==> config.mk <==
export PLATFORM = sky130hd
export DESIGN_NAME = button_conditioner
export DESIGN_NICKNAME = d
export VERILOG_FILES = /design/src/rtl/button_conditioner.sv
export SDC_FILE = /design/constraint.sdc
export NUM_CORES = 1
export LEC_CHECK = 0
export BUFFER_PORTS_ARGS = -buffer_cell sky130_fd_sc_hd__buf_2
export CAP_MARGIN = 20
export CORE_MARGIN = 1.5
export CORE_UTILIZATION = 55
export CTS_CLUSTER_SIZE = 20
export DETAILED_ROUTE_END_ITERATION = 6
export PLACE_DENSITY = 0.78
export SLEW_MARGIN = 20
export SYNTH_ARGS = -nofsm -noshare
export SYNTH_HDL_FRONTEND = slang
export SYNTH_SLANG_ARGS = --single-unit
==> constraint.sdc <==
create_clock -name Clk -period 1.8 [get_ports Clk]
set_input_delay 0.09 -clock Clk [delete_from_list [all_inputs] [get_ports Clk]]
set_output_delay 0.09 -clock Clk [all_outputs]
set_load 0.02 [all_outputs]
==> src/rtl/button_conditioner.sv <==
// -----------------------------------------------------------------------------
// button_conditioner
//
// Front-end for active-low board push-buttons (SLC-3 Run/Continue and any
// further keys). Each channel is synchronised to Clk, debounced with a
// programmable hold time, and turned into a debounced level plus single-cycle
// press and release pulses. Channels are fully independent.
//
// Optional feature: define BTN_AUTOREPEAT_EN to build auto-repeat. While a
// button stays pressed, an extra Press pulse fires REPEAT_DELAY cycles after
// the original Press, then every REPEAT_PERIOD cycles. Without the macro the
// REPEAT_* parameters have no effect and only RELEASED/PRESSED states exist.
//
// Parameters:
//   N_BTN         number of button channels (>=1)
//   DEBOUNCE_CYC  consecutive mismatching samples needed to accept a change
//   REPEAT_DELAY  cycles from Press to first repeat (auto-repeat only)
//   REPEAT_PERIOD cycles between subsequent repeats (auto-repeat only)
//
// Ports:
//   Clk      in   1      single clock
//   Reset_n  in   1      asynchronous active-low reset
//   Btn_n    in   N_BTN  raw buttons, 0 = pressed, asynchronous to Clk
//   Level    out  N_BTN  debounced state, 1 = pressed (registered)
//   Press    out  N_BTN  one-cycle pulse per accepted press / repeat (registered)
//   Release  out  N_BTN  one-cycle pulse per accepted release (registered)
// -----------------------------------------------------------------------------
module button_conditioner #(
   parameter int N_BTN         = 2,
   parameter int DEBOUNCE_CYC  = 16,
   parameter int REPEAT_DELAY  = 32,
   parameter int REPEAT_PERIOD = 8
) (
   input  logic             Clk,
   input  logic             Reset_n,
   input  logic [N_BTN-1:0] Btn_n,
   output logic [N_BTN-1:0] Level,
   output logic [N_BTN-1:0] Press,
   output logic [N_BTN-1:0] Release
);

   function automatic int max3(input int a, input int b, input int c);
      int m;
      m = a;
      if (b > m) m = b;
      if (c > m) m = c;
      return m;
   endfunction

   // One counter width serves both the debounce and the repeat counters.
   localparam int MAX_CYC = max3(DEBOUNCE_CYC, REPEAT_DELAY, REPEAT_PERIOD);
   localparam int CNT_W   = $clog2(MAX_CYC + 1);

   localparam logic [CNT_W-1:0] DB_LAST = CNT_W'(DEBOUNCE_CYC - 1);
`ifdef BTN_AUTOREPEAT_EN
   localparam logic [CNT_W-1:0] RD_LAST = CNT_W'(REPEAT_DELAY - 1);
   localparam logic [CNT_W-1:0] RP_LAST = CNT_W'(REPEAT_PERIOD - 1);

   typedef enum logic [1:0] {
      ST_RELEASED,
      ST_PRESSED,
      ST_HOLD,
      ST_REPEAT
   } state_t;
`else
   typedef enum logic {
      ST_RELEASED,
      ST_PRESSED
   } state_t;
`endif

   // Two-flop synchroniser; resets to "released" (1) so a key held through
   // reset is seen as a fresh press once reset lifts.
   logic [N_BTN-1:0] sync1_q;
   logic [N_BTN-1:0] sync2_q;

   always_ff @(posedge Clk or negedge Reset_n) begin
      if (!Reset_n) begin
         sync1_q <= '1;
         sync2_q <= '1;
      end else begin
         sync1_q <= Btn_n;
         sync2_q <= sync1_q;
      end
   end

   for (genvar g = 0; g < N_BTN; g++) begin : g_ch
      logic             s;
      logic             mismatch;
      logic             accept;
      logic             acc_press;
      logic             acc_release;
      logic [CNT_W-1:0] db_cnt_q;
      logic [CNT_W-1:0] db_cnt_d;
      logic             level_q;
      logic             level_d;
      logic             press_q;
      logic             press_d;
      logic             release_q;
      logic             release_d;
      state_t           state_q;
      state_t           state_d;
`ifdef BTN_AUTOREPEAT_EN
      logic [CNT_W-1:0] rep_cnt_q;
      logic [CNT_W-1:0] rep_cnt_d;
`endif

      assign s        = ~sync2_q[g];
      assign mismatch = s ^ level_q;
      // A change is accepted on the DEBOUNCE_CYC-th uninterrupted mismatch.
      assign accept      = mismatch && (db_cnt_q == DB_LAST);
      assign acc_press   = accept & s;
      assign acc_release = accept & ~s;

      // Any matching sample (bounce) restarts the count from zero.
      always_comb begin
         db_cnt_d = '0;
         if (mismatch && !accept) begin
            db_cnt_d = db_cnt_q + 1'b1;
         end
         level_d = level_q ^ accept;
      end

      always_comb begin
         state_d   = state_q;
         press_d   = 1'b0;
         release_d = acc_release;
`ifdef BTN_AUTOREPEAT_EN
         rep_cnt_d = '0;
`endif
         case (state_q)
            ST_RELEASED: begin
               if (acc_press) begin
                  state_d = ST_PRESSED;
                  press_d = 1'b1;
               end
            end
`ifdef BTN_AUTOREPEAT_EN
            // PRESSED is the cycle of the original pulse; it and HOLD both
            // count towards the first repeat, so the delay is measured from
            // the Press cycle itself.
            ST_PRESSED, ST_HOLD: begin
               if (rep_cnt_q == RD_LAST) begin
                  state_d = ST_REPEAT;
                  press_d = 1'b1;
               end else begin
                  state_d   = ST_HOLD;
                  rep_cnt_d = rep_cnt_q + 1'b1;
               end
            end
            ST_REPEAT: begin
               if (rep_cnt_q == RP_LAST) begin
                  press_d = 1'b1;
               end else begin
                  rep_cnt_d = rep_cnt_q + 1'b1;
               end
            end
`else
            ST_PRESSED: begin
               state_d = ST_PRESSED;
            end
`endif
            default: begin
               state_d = ST_RELEASED;
            end
         endcase

         // Release overrides everything, including a repeat due this cycle.
         if (acc_release) begin
            state_d = ST_RELEASED;
            press_d = 1'b0;
`ifdef BTN_AUTOREPEAT_EN
            rep_cnt_d = '0;
`endif
         end
      end

      always_ff @(posedge Clk or negedge Reset_n) begin
         if (!Reset_n) begin
            db_cnt_q  <= '0;
            level_q   <= 1'b0;
            press_q   <= 1'b0;
            release_q <= 1'b0;
            state_q   <= ST_RELEASED;
`ifdef BTN_AUTOREPEAT_EN
            rep_cnt_q <= '0;
`endif
         end else begin
            db_cnt_q  <= db_cnt_d;
            level_q   <= level_d;
            press_q   <= press_d;
            release_q <= release_d;
            state_q   <= state_d;
`ifdef BTN_AUTOREPEAT_EN
            rep_cnt_q <= rep_cnt_d;
`endif
         end
      end

      assign Level[g]   = level_q;
      assign Press[g]   = press_q;
      assign Release[g] = release_q;
   end

endmodule

==> run summary <==
The routed length per instance is 11.5 um. The synthesized flop and latch total is 24. The number of clock buffers added by TritonCTS is 3. The global route total overflow is 0. The number of antenna violations at the first check in global routing is 0. The number of optimization iterations in the first detailed-route pass came out at 4. The die footprint is roughly 2100 um2.

The worst hold path belongs to the class primary input to async pin. The CTS sink count came out at 24. The cell class contributing the biggest share of worst-path delay is simple AND/OR/NAND/NOR gates. The most frequent standard cell in the layout excluding fill and tap cells is sky130_fd_sc_hd__dfrtp_1.

The depth of the CTS H-tree came out at 1. In the global route stage, overall resource usage came out at 0.156. The count of distinct cell types in the synthesized netlist came out at 25. In the final layout, the share of cells above drive strength 1 is 0.215.

The run finished with clean final reports. The via count of the first global-routing pass came out at 553. The mean number of vias per cell came out at a little over 5. In the layout the commonest cells are sky130_fd_sc_hd__dfrtp_1 (20), sky130_fd_sc_hd__nor2_1 (12), sky130_fd_sc_hd__buf_2 (9), sky130_fd_sc_hd__xor2_1 (6). The critical path runs through a total of 4 cells. Measured against its own limit, the worst slew margin works out to 0.662. The final hold violation count is 0. Entering global routing, the biggest net connects 25 pins.

In this run the worst path has a maximum fanout of 4. The number of buffers and inverters on the critical path is 0. The hold buffer count at CTS came out at 3. The final wirelength came out at around 1.4 mm.

The cell count of the worst reg-to-reg path is 4. The tool flagged a number of max-cap violations equal to 0. The post-route clock period utilization came out at 0.817.

From bottom edge to top edge, the die measures 45.8 um. The highest achievable clock rate came out at about 0.68 GHz. Routability-driven placement finished with a final weighted congestion of slightly above 0.8. The initial cell density of the core came out at 0.583. The net count after synthesis came out at 90. The total number of nets in the final design is a little over 100.

The root buffer cell chosen for the clock tree is sky130_fd_sc_hd__clkbuf_4. The detailed-route DRC error count is 0. The first-pass GRT wire length is roughly 2.3 mm.

The average footprint of a synthesized cell is about 12 um2. The number of pins exceeding their max-slew limit in the final report is 0. The count of routing violations after the opening detailed-route iteration is 8. The worst stage delay on the critical path is a little under 0.4 ns. The width of the die came out at approximately 46 um. Relative to the synthesized area, the layout overhead comes to 8.33%.

The setup clock skew after layout came out at ~0.0017 ns. The total power draw came out at about 0.00084 W. Subtracting the final worst setup slack from the clock period gives 1.47 ns. The data arrival time of the worst path is between 1.5 and 2 ns. The number of vias in the routed layout is between 600 and 700. The number of nets still failing antenna checks after routing came out at 0. Setup repair after global routing left no endpoint under its margin. The transition at the pin with the smallest max-transition slack is between 0.5 and 0.6 ns. The critical path start-end classification is flop to flop. The setup TNS is 0 ns. In this run the post-CTS setup repair buffer count came out at 0. The count of synthesis-stage warnings from yosys is 0. The startpoint kind of the worst setup timing path is a flop.

The category of the worst setup path capture point is a flop. The placed wire-length estimate after detailed placement is approximately 910 um. Synthesis produced 84 cells.

The number of placed instances, taps included came out at 112. In this run the standard cell core region covers approximately 1700 um2. The total standard cell area after synthesis came out at slightly above 1000 um2. The total of buffers placed on input and output ports is 9. IR analysis of the VDD net gives a maximum drop of slightly below 0.4 mV. The share of the yosys chip area belonging to registers came out at 0.602.

The final worst hold slack is 0.273 ns. The buffer depth of the longest clock path came out at 2. After floorplanning, the core was divided into 15 placement rows. In this run the power density over the cells is around 780 nW/um2. The critical path goes through ha_1 > nand3_1 > nor3_1 > mux2_2. 10 I/O pins were placed. The number of gates resized after CTS was 0. TritonCTS built the clock tree. The number of inserted diodes is 0. The number of cells in the finished layout apart from fillers came out at roughly 120.

The number of setup violations in the final report is 0. The clock input transition at the sequential cells of the worst setup and hold paths is 0.12 ns. The later pin in the worst-skew pair is clocked with a latency of ~0.30 ns. In this run the static leakage power is 0.533 nW. The required time of the worst setup path is 2.01 ns. The slowest cell on the critical path is sky130_fd_sc_hd__dfrtp_1.
==> routing by layer <==
layer,vias up,GRT usage,part of all wire,routed length (um)
li1,305,-,-,-
met1,295,0.218,0.52,713
met2,10,0.214,0.43,590
met3,2,0.0357,0.034,46
met4,0,0.103,0.0074,10
met5,-,0,0,0
==> layout make-up <==
class / count / area [um2]
Fill cell: 148 / 637
Sequential cell: 24 / 606
Multi-Input combinational cell: 50 / 340
Timing Repair Buffer: 12 / 75.1
Tap cell: 25 / 31.3
Clock buffer: 3 / 22.5
Inverter: 4 / 15.0
==> synthesized netlist by cell type (all sizes together) <==
library cell / instances / area [um2]
dfrtp: 20 / 500
nor2: 12 / 45.0
buf: 6 / 45.0
xor2: 6 / 52.6
dfstp: 4 / 105
inv: 4 / 15.0
nand3: 4 / 20.0
a21oi: 2 / 10.0
a2bb2oi: 2 / 17.5
a41o: 2 / 21.3
and3: 2 / 12.5
ha: 2 / 25.0
nand2: 2 / 7.51
nor3: 2 / 15.0
nor4: 2 / 12.5
o21ai: 2 / 10.0
o41ai: 2 / 17.5
or3: 2 / 12.5
xnor2: 2 / 17.5
mux2: 1 / 11.3
mux2i: 1 / 10.0
nor3b: 1 / 7.51
nor4b: 1 / 15.0
==> through the flow <==
| stage | utilization | cell area, um2 | setup slack, ns |
|---|---|---|---|
| floorplan | - | 1010 | 0.454 |
| global placement | 0.601 | 1040 | 0.411 |
| detailed placement | 0.601 | 1040 | 0.362 |
| CTS | 0.631 | 1090 | 0.333 |
| global route | 0.631 | 1090 | 0.158 |
| finish | 0.631 | 1090 | 0.329 |
==> kinds of logic (layout without fill, tap and decap cells) <==
family / after synthesis / count (layout) / synth area share
fa+ha+maj: 2 / 2 / 0.0249
mux: 2 / 2 / 0.0211
simple gates: 28 / 28 / 0.147
compound gates: 10 / 10 / 0.0759
flops: 24 / 24 / 0.602
xor+xnor: 8 / 8 / 0.0697
buf+inv: 10 / 19 / 0.0597
==> final timing paths <==
path                                      from         end  slack (ns)
setup / recovery           g_ch[0].db_cnt_q[0]        flop        0.33
hold / removal                         Reset_n   async pin        0.27
setup reg to reg           g_ch[0].db_cnt_q[0]        flop        0.33
hold reg to reg                     sync1_q[1]  sync2_q[1]        0.36
max in group asynchronous              Reset_n  sync1_q[1]        1.17
min in group Clk                    sync1_q[1]  sync2_q[1]        0.36
==> where the power goes <==
part / leakage, nW / internal (W) / switching, W
Clock: 0.0138 / 0.0000781 / 0.000150
Sequential: 0.316 / 0.000558 / 0.0000123
Combinational: 0.203 / 0.0000200 / 0.0000260
Total: 0.533 / 0.000656 / 0.000188
Note: power is estimated with default switching activity, not from simulation.
